[config.mk]
export PLATFORM = sky130hd
export DESIGN_NAME = fifo_fwft_flat
export DESIGN_NICKNAME = d
export VERILOG_FILES = /design/src/rtl/fifo_fwft_if.sv /design/src/rtl/fifo_fwft.sv /design/src/flat_wrapper.sv
export SDC_FILE = /design/constraint.sdc
export NUM_CORES = 1
export LEC_CHECK = 0
export CORE_MARGIN = 2
export CORE_UTILIZATION = 40
export CTS_BUF_LIST = sky130_fd_sc_hd__clkbuf_8
export DETAILED_ROUTE_END_ITERATION = 12
export GPL_TIMING_DRIVEN = 0
export PLACE_DENSITY_LB_ADDON = 0.05
export SLEW_MARGIN = 30
export SYNTH_ARGS = -nofsm -noshare
export SYNTH_HDL_FRONTEND = slang
export SYNTH_SLANG_ARGS = --single-unit
[constraint.sdc]
create_clock -name clk -period 2.3 [get_ports clk]
set_clock_uncertainty 0.2 [all_clocks]
set_input_delay 0.46 -clock clk [delete_from_list [all_inputs] [get_ports clk]]
set_output_delay 0.46 -clock clk [all_outputs]
set_load 0.005 [all_outputs]
[src/rtl/fifo_fwft_if.sv]
// fifo_fwft_if: push/pop handshake, head data and status flags of the FWFT FIFO
interface fifo_fwft_if #(
  parameter int DATA_WIDTH = 32,
  parameter int LOG2_DEPTH = 2
);
  logic [DATA_WIDTH-1:0] din;
  logic [DATA_WIDTH-1:0] dout;
  logic                  wr_en;
  logic                  rd_en;
  logic                  flush;
  logic                  full;
  logic                  empty;
  logic                  almost_full;
  logic                  almost_empty;
  logic [LOG2_DEPTH:0]   count;
  logic                  overflow;
  logic                  underflow;
  modport master (
    output din, wr_en, rd_en, flush,
    input  dout, full, empty, almost_full, almost_empty, count, overflow, underflow
  );
  modport slave (
    input  din, wr_en, rd_en, flush,
    output dout, full, empty, almost_full, almost_empty, count, overflow, underflow
  );
endinterface

[src/rtl/fifo_fwft.sv]
// fifo_fwft: synchronous first-word-fall-through FIFO with count, threshold flags,
// flush and sticky overflow/underflow flags
module fifo_fwft #(
  parameter int DATA_WIDTH = 32,
  parameter int LOG2_DEPTH = 2,
  parameter int AF_THRESH  = (1 << LOG2_DEPTH) - 1,
  parameter int AE_THRESH  = 1
) (
  input logic        clk,
  input logic        reset,
  fifo_fwft_if.slave bus
);
  localparam int DEPTH = 1 << LOG2_DEPTH;
  localparam logic [LOG2_DEPTH:0] DEPTH_C = (LOG2_DEPTH+1)'(DEPTH);
  localparam logic [LOG2_DEPTH:0] AF_C    = (LOG2_DEPTH+1)'(AF_THRESH);
  localparam logic [LOG2_DEPTH:0] AE_C    = (LOG2_DEPTH+1)'(AE_THRESH);
  logic [DATA_WIDTH-1:0] mem [DEPTH];
  logic [LOG2_DEPTH-1:0] wr_ptr, rd_ptr;
  logic [LOG2_DEPTH:0]   cnt;
  logic                  ovf, udf, empty, full, rd_acc, wr_acc;
  always_comb begin
    empty  = cnt == '0;
    full   = cnt == DEPTH_C;
    rd_acc = bus.rd_en & ~empty;
    wr_acc = bus.wr_en & (~full | rd_acc);
  end
  always_ff @(posedge clk) begin
    if (reset) begin
      wr_ptr <= '0;
      rd_ptr <= '0;
      cnt    <= '0;
      ovf    <= 1'b0;
      udf    <= 1'b0;
    end else if (bus.flush) begin
      wr_ptr <= '0;
      rd_ptr <= '0;
      cnt    <= '0;
    end else begin
      if (wr_acc) wr_ptr <= wr_ptr + 1'b1;
      if (rd_acc) rd_ptr <= rd_ptr + 1'b1;
      cnt <= (wr_acc && !rd_acc) ? cnt + 1'b1 : (rd_acc && !wr_acc) ? cnt - 1'b1 : cnt;
      if (bus.wr_en && !wr_acc) ovf <= 1'b1;
      if (bus.rd_en && empty) udf <= 1'b1;
    end
  end
  // storage is never cleared; count alone decides which words are live
  always_ff @(posedge clk) begin
    if (!reset && !bus.flush && wr_acc) mem[wr_ptr] <= bus.din;
  end
  assign bus.dout         = empty ? '0 : mem[rd_ptr];
  assign bus.full         = full;
  assign bus.empty        = empty;
  assign bus.almost_full  = cnt >= AF_C;
  assign bus.almost_empty = cnt <= AE_C;
  assign bus.count        = cnt;
  assign bus.overflow     = ovf;
  assign bus.underflow    = udf;
endmodule
[src/flat_wrapper.sv]
// flat-port wrapper written by rule: the top's interface ports become plain ports
module fifo_fwft_flat 
#(
  parameter int DATA_WIDTH = 32,
  parameter int LOG2_DEPTH = 2,
  parameter int AF_THRESH  = (1 << LOG2_DEPTH) - 1,
  parameter int AE_THRESH  = 1
)
  (clk, reset, bus_din, bus_wr_en, bus_rd_en, bus_flush, bus_dout, bus_full, bus_empty, bus_almost_full, bus_almost_empty, bus_count, bus_overflow, bus_underflow);
  fifo_fwft_if #(.DATA_WIDTH(DATA_WIDTH), .LOG2_DEPTH(LOG2_DEPTH)) bus_i ();
  input logic clk;
  input logic reset;
  input wire logic [$bits(bus_i.din)-1:0] bus_din;
  input wire logic [$bits(bus_i.wr_en)-1:0] bus_wr_en;
  input wire logic [$bits(bus_i.rd_en)-1:0] bus_rd_en;
  input wire logic [$bits(bus_i.flush)-1:0] bus_flush;
  output wire logic [$bits(bus_i.dout)-1:0] bus_dout;
  output wire logic [$bits(bus_i.full)-1:0] bus_full;
  output wire logic [$bits(bus_i.empty)-1:0] bus_empty;
  output wire logic [$bits(bus_i.almost_full)-1:0] bus_almost_full;
  output wire logic [$bits(bus_i.almost_empty)-1:0] bus_almost_empty;
  output wire logic [$bits(bus_i.count)-1:0] bus_count;
  output wire logic [$bits(bus_i.overflow)-1:0] bus_overflow;
  output wire logic [$bits(bus_i.underflow)-1:0] bus_underflow;
  assign bus_i.din = bus_din;
  assign bus_i.wr_en = bus_wr_en;
  assign bus_i.rd_en = bus_rd_en;
  assign bus_i.flush = bus_flush;
  assign bus_dout = bus_i.dout;
  assign bus_full = bus_i.full;
  assign bus_empty = bus_i.empty;
  assign bus_almost_full = bus_i.almost_full;
  assign bus_almost_empty = bus_i.almost_empty;
  assign bus_count = bus_i.count;
  assign bus_overflow = bus_i.overflow;
  assign bus_underflow = bus_i.underflow;
  fifo_fwft #(.DATA_WIDTH(DATA_WIDTH), .LOG2_DEPTH(LOG2_DEPTH), .AF_THRESH(AF_THRESH), .AE_THRESH(AE_THRESH)) u_core (.clk(clk), .reset(reset), .bus(bus_i));
endmodule
==> metrics <==
Top FF cell, synth=edfxtp_1; Initial Util=41.2%; Clk pin slew, worst setup/hold paths=~70 ps; Post-Syn Area per Cell=19.8 um2; DP Cell Count=approximately 530; PwrDens=724 nW/um2; CP startpoint kind=flop; leakage=2.66 nW; Yosys reg bits=between 100 and 150; Ys Warns=0; unrepaired setup endpoints after global routing=yes; final cell count without fillers=approximately 600; GPL Wtd Cong=approximately 0.74; gr usage total=between 10% and 20%; Starting DRT DRC Count=between 200 and 250; largest net degree at the start of global routing=17; DP HPWL=between 6 and 7 mm; failing checks=negative setup slack; ys async rst share=0%; Row Count=42; number of global-route vias before repair=between 3000 and 4000; synth top area cells=edfxtp_1 70%, mux4_2 13%, dfxtp_1 4.0%, and2_1 3.9%, ha_1 2.3%; CTS Buf Count=17; die area=14600 um2; f_max=roughly 0.39 GHz; fraction of layout cells with a size suffix above 1=44.2%; final instance area=between 7000 and 8000 um2; hold crit path type=flop to flop; Chip Width=between 100 and 150 um; Clock Root Buffer=clkbuf_8; wirelength, routed=12.1 mm; vias per cell=4.97; Layout area overhead=39.1%; Placed Instance Area=6470 um2; Tmin final=2550 ps; CTS Sinks=139; hold slack final=between 200 and 300 ps; number of enable flip-flop cells after synthesis=about 130; Power, Total=roughly 5.5 mW; MaxCap Viol Count=0; Syn Nets=around 320; Max FO, Critical Path=6; Max clock buf depth=2; post-synthesis cell area=roughly 5500 um2; post-synth top area cell=edfxtp_1; Syn Inst Count=roughly 280; distinct cell type count after synthesis=32; Fill cells=around 1100; GRT Residual Overflow=0; Final Max Tran Viols=0; Final Setup Violations=32; I/O pins=between 70 and 80; Final Hold Fails=0; number of antenna violations at the first check in global routing=0; Die Span Y=121 um; path type of the worst setup path=flop to output pin; global-route wire length before repair=18.3 mm; Core Box Area=around 13000 um2; fin crit share=111%; fin nets=462; # H-tree levels=4; critical path arrival=between 1500 and 2000 ps; DR WL/cell=20.0 um; Via Count=approximately 3000; Port-buffer cells=77; DRC errors left=0; setup ws final=-250 ps; Max VDD drop=between 0.3 and 0.4 mV; TritonRoute pass-1 iters=5; Slew headroom=61.1%; sequential element share of the synthesized area=around three quarters; status=finished, violations left; reg2reg setup slack=roughly 150 ps; CTS tree=built; top cell type's share of synthesized area=70.2%; pre-CTS WS=-754 ps; Post-DRT Antenna Nets=0; Slew @ Worst Pin=between 500 and 600 ps; crit path capture type=output pin; CP required=around 1600 ps; Skew-Pair Late Insertion Delay=440 ps; Antenna Cells=0
==> layout by cell type (no fill, tap or decap), types with 2 or more instances in the layout <==
cell,synthesis,routed
and2_4,0,25
o31ai_1,3,3
inv_1,8,10
buf_12,0,15
clkinv_1,0,3
a21oi_1,5,4
and3_4,0,8
ha_1,10,6
buf_8,0,2
or2b_4,1,2
buf_4,0,19
o21a_1,2,2
mux4_2,32,32
buf_6,3,36
nor2_1,9,8
bufinv_16,0,3
dfxtp_1,11,7
clkdlybuf4s50_1,0,41
clkinv_2,0,5
inv_4,0,3
and2_1,34,8
ha_2,0,2
clkbuf_8,0,18
buf_16,0,2
dfxtp_4,0,2
ha_4,0,2
buf_2,4,8
dfxtp_2,0,2
edfxtp_1,128,128
==> repair_timing <==
item,4_1_cts,5_1_grt
hold buffers,0,0
resized for setup,230,31
endpoints found under the setup margin,167,69
pin swaps,41,2
buffers inserted,37,3
gates cloned,11,0
==> power by group <==
group	switching, mW	internal (mW)	leakage, nW	total, mW
combinational	0.312	0.497	1.20	0.809
sequential	0.0168	2.79	1.25	2.81
clock	0.855	1.03	0.210	1.89
==> metrics by stage <==
step | utilization (%) | TNS (ps)
after detailed placement | 48.6 | -110340
after floorplan | - | 0
after global routing | 57.2 | -8440
final | 57.2 | -6110
after CTS | 57.2 | -8180
after global placement | 48.6 | -110140
==> cell families after synthesis <==
family | share of synthesized area [%]
DFF | 74.3
and+or+nand+nor | 6.04
xor gates and xnor gates | 0.320
adders and majority gates | 2.29
muxes | 13.4
buffers and inverters | 1.94
AOI/OAI and AO/OA | 1.78
==> cell type report <==
| type | count | area, um2 | share of cell area [%] |
|---|---|---|---|
| timing repair buffer | 120 | 1340 | 17.6 |
| tap | 176 | 220 | 2.89 |
| sequential | 139 | 4070 | 53.5 |
| buffer | 7 | 81.3 | 1.07 |
| clock inverter | 15 | 141 | 1.86 |
| clock buffer | 17 | 234 | 3.08 |
| multi-input combinational | 121 | 1480 | 19.4 |
| inverter | 9 | 41.3 | 0.543 |
==> path summary, 6_finish.rpt <==
path / startpoint / end / depth (start not counted)
setup / recovery: flop / bus_dout[30] / 6
hold / removal: u_core.bus.underflow$_SDFFE_PP0P_ / u_core.bus.underflow$_SDFFE_PP0P_ / 2
setup reg to reg: u_core.bus.count[0]$_SDFFE_PP0P_ / u_core.bus.count[2]$_SDFFE_PP0P_ / 11
hold reg to reg: u_core.bus.underflow$_SDFFE_PP0P_ / u_core.bus.underflow$_SDFFE_PP0P_ / 2
==> flip-flops by register name, summed over array words and instances (netlist names), named ones only <==
signal	count
u_core.bus.count	3
u_core.rd_ptr	2
u_core.wr_ptr	2
u_core.bus.overflow	1
u_core.mem	128
u_core.bus.underflow	1
==> critical path, stage by stage, from the launching register on <==
cell and delay, ps:
dfxtp_2 340, buf_12 130, buf_12 110, buf_16 120
mux4_2 490, and2_4 150, buf_6 110
==> Yosys cell counts, drive strengths merged, types with 2 or more instances <==
| library cell | count |
|---|---|
| inv | 9 |
| a21oi | 5 |
| and3 | 4 |
| nor2 | 9 |
| clkbuf | 5 |
| edfxtp | 128 |
| mux4 | 32 |
| buf | 7 |
| o21a | 2 |
| ha | 10 |
| o31ai | 3 |
| and2 | 34 |
| dfxtp | 11 |
==> metal layers <==
metal / wire [um] / track usage, % / part of all wire [%] / vias to the layer above
met5: 0 / 0 / 0 / -
met4: 175 / 6.47 / 1.4 / 0
li1: - / - / - / 1379
met2: 6360 / 30.3 / 53 / 76
met3: 589 / 4.84 / 4.9 / 13
met1: 4960 / 21.7 / 41 / 1536
(Power assumes the default switching activity.)
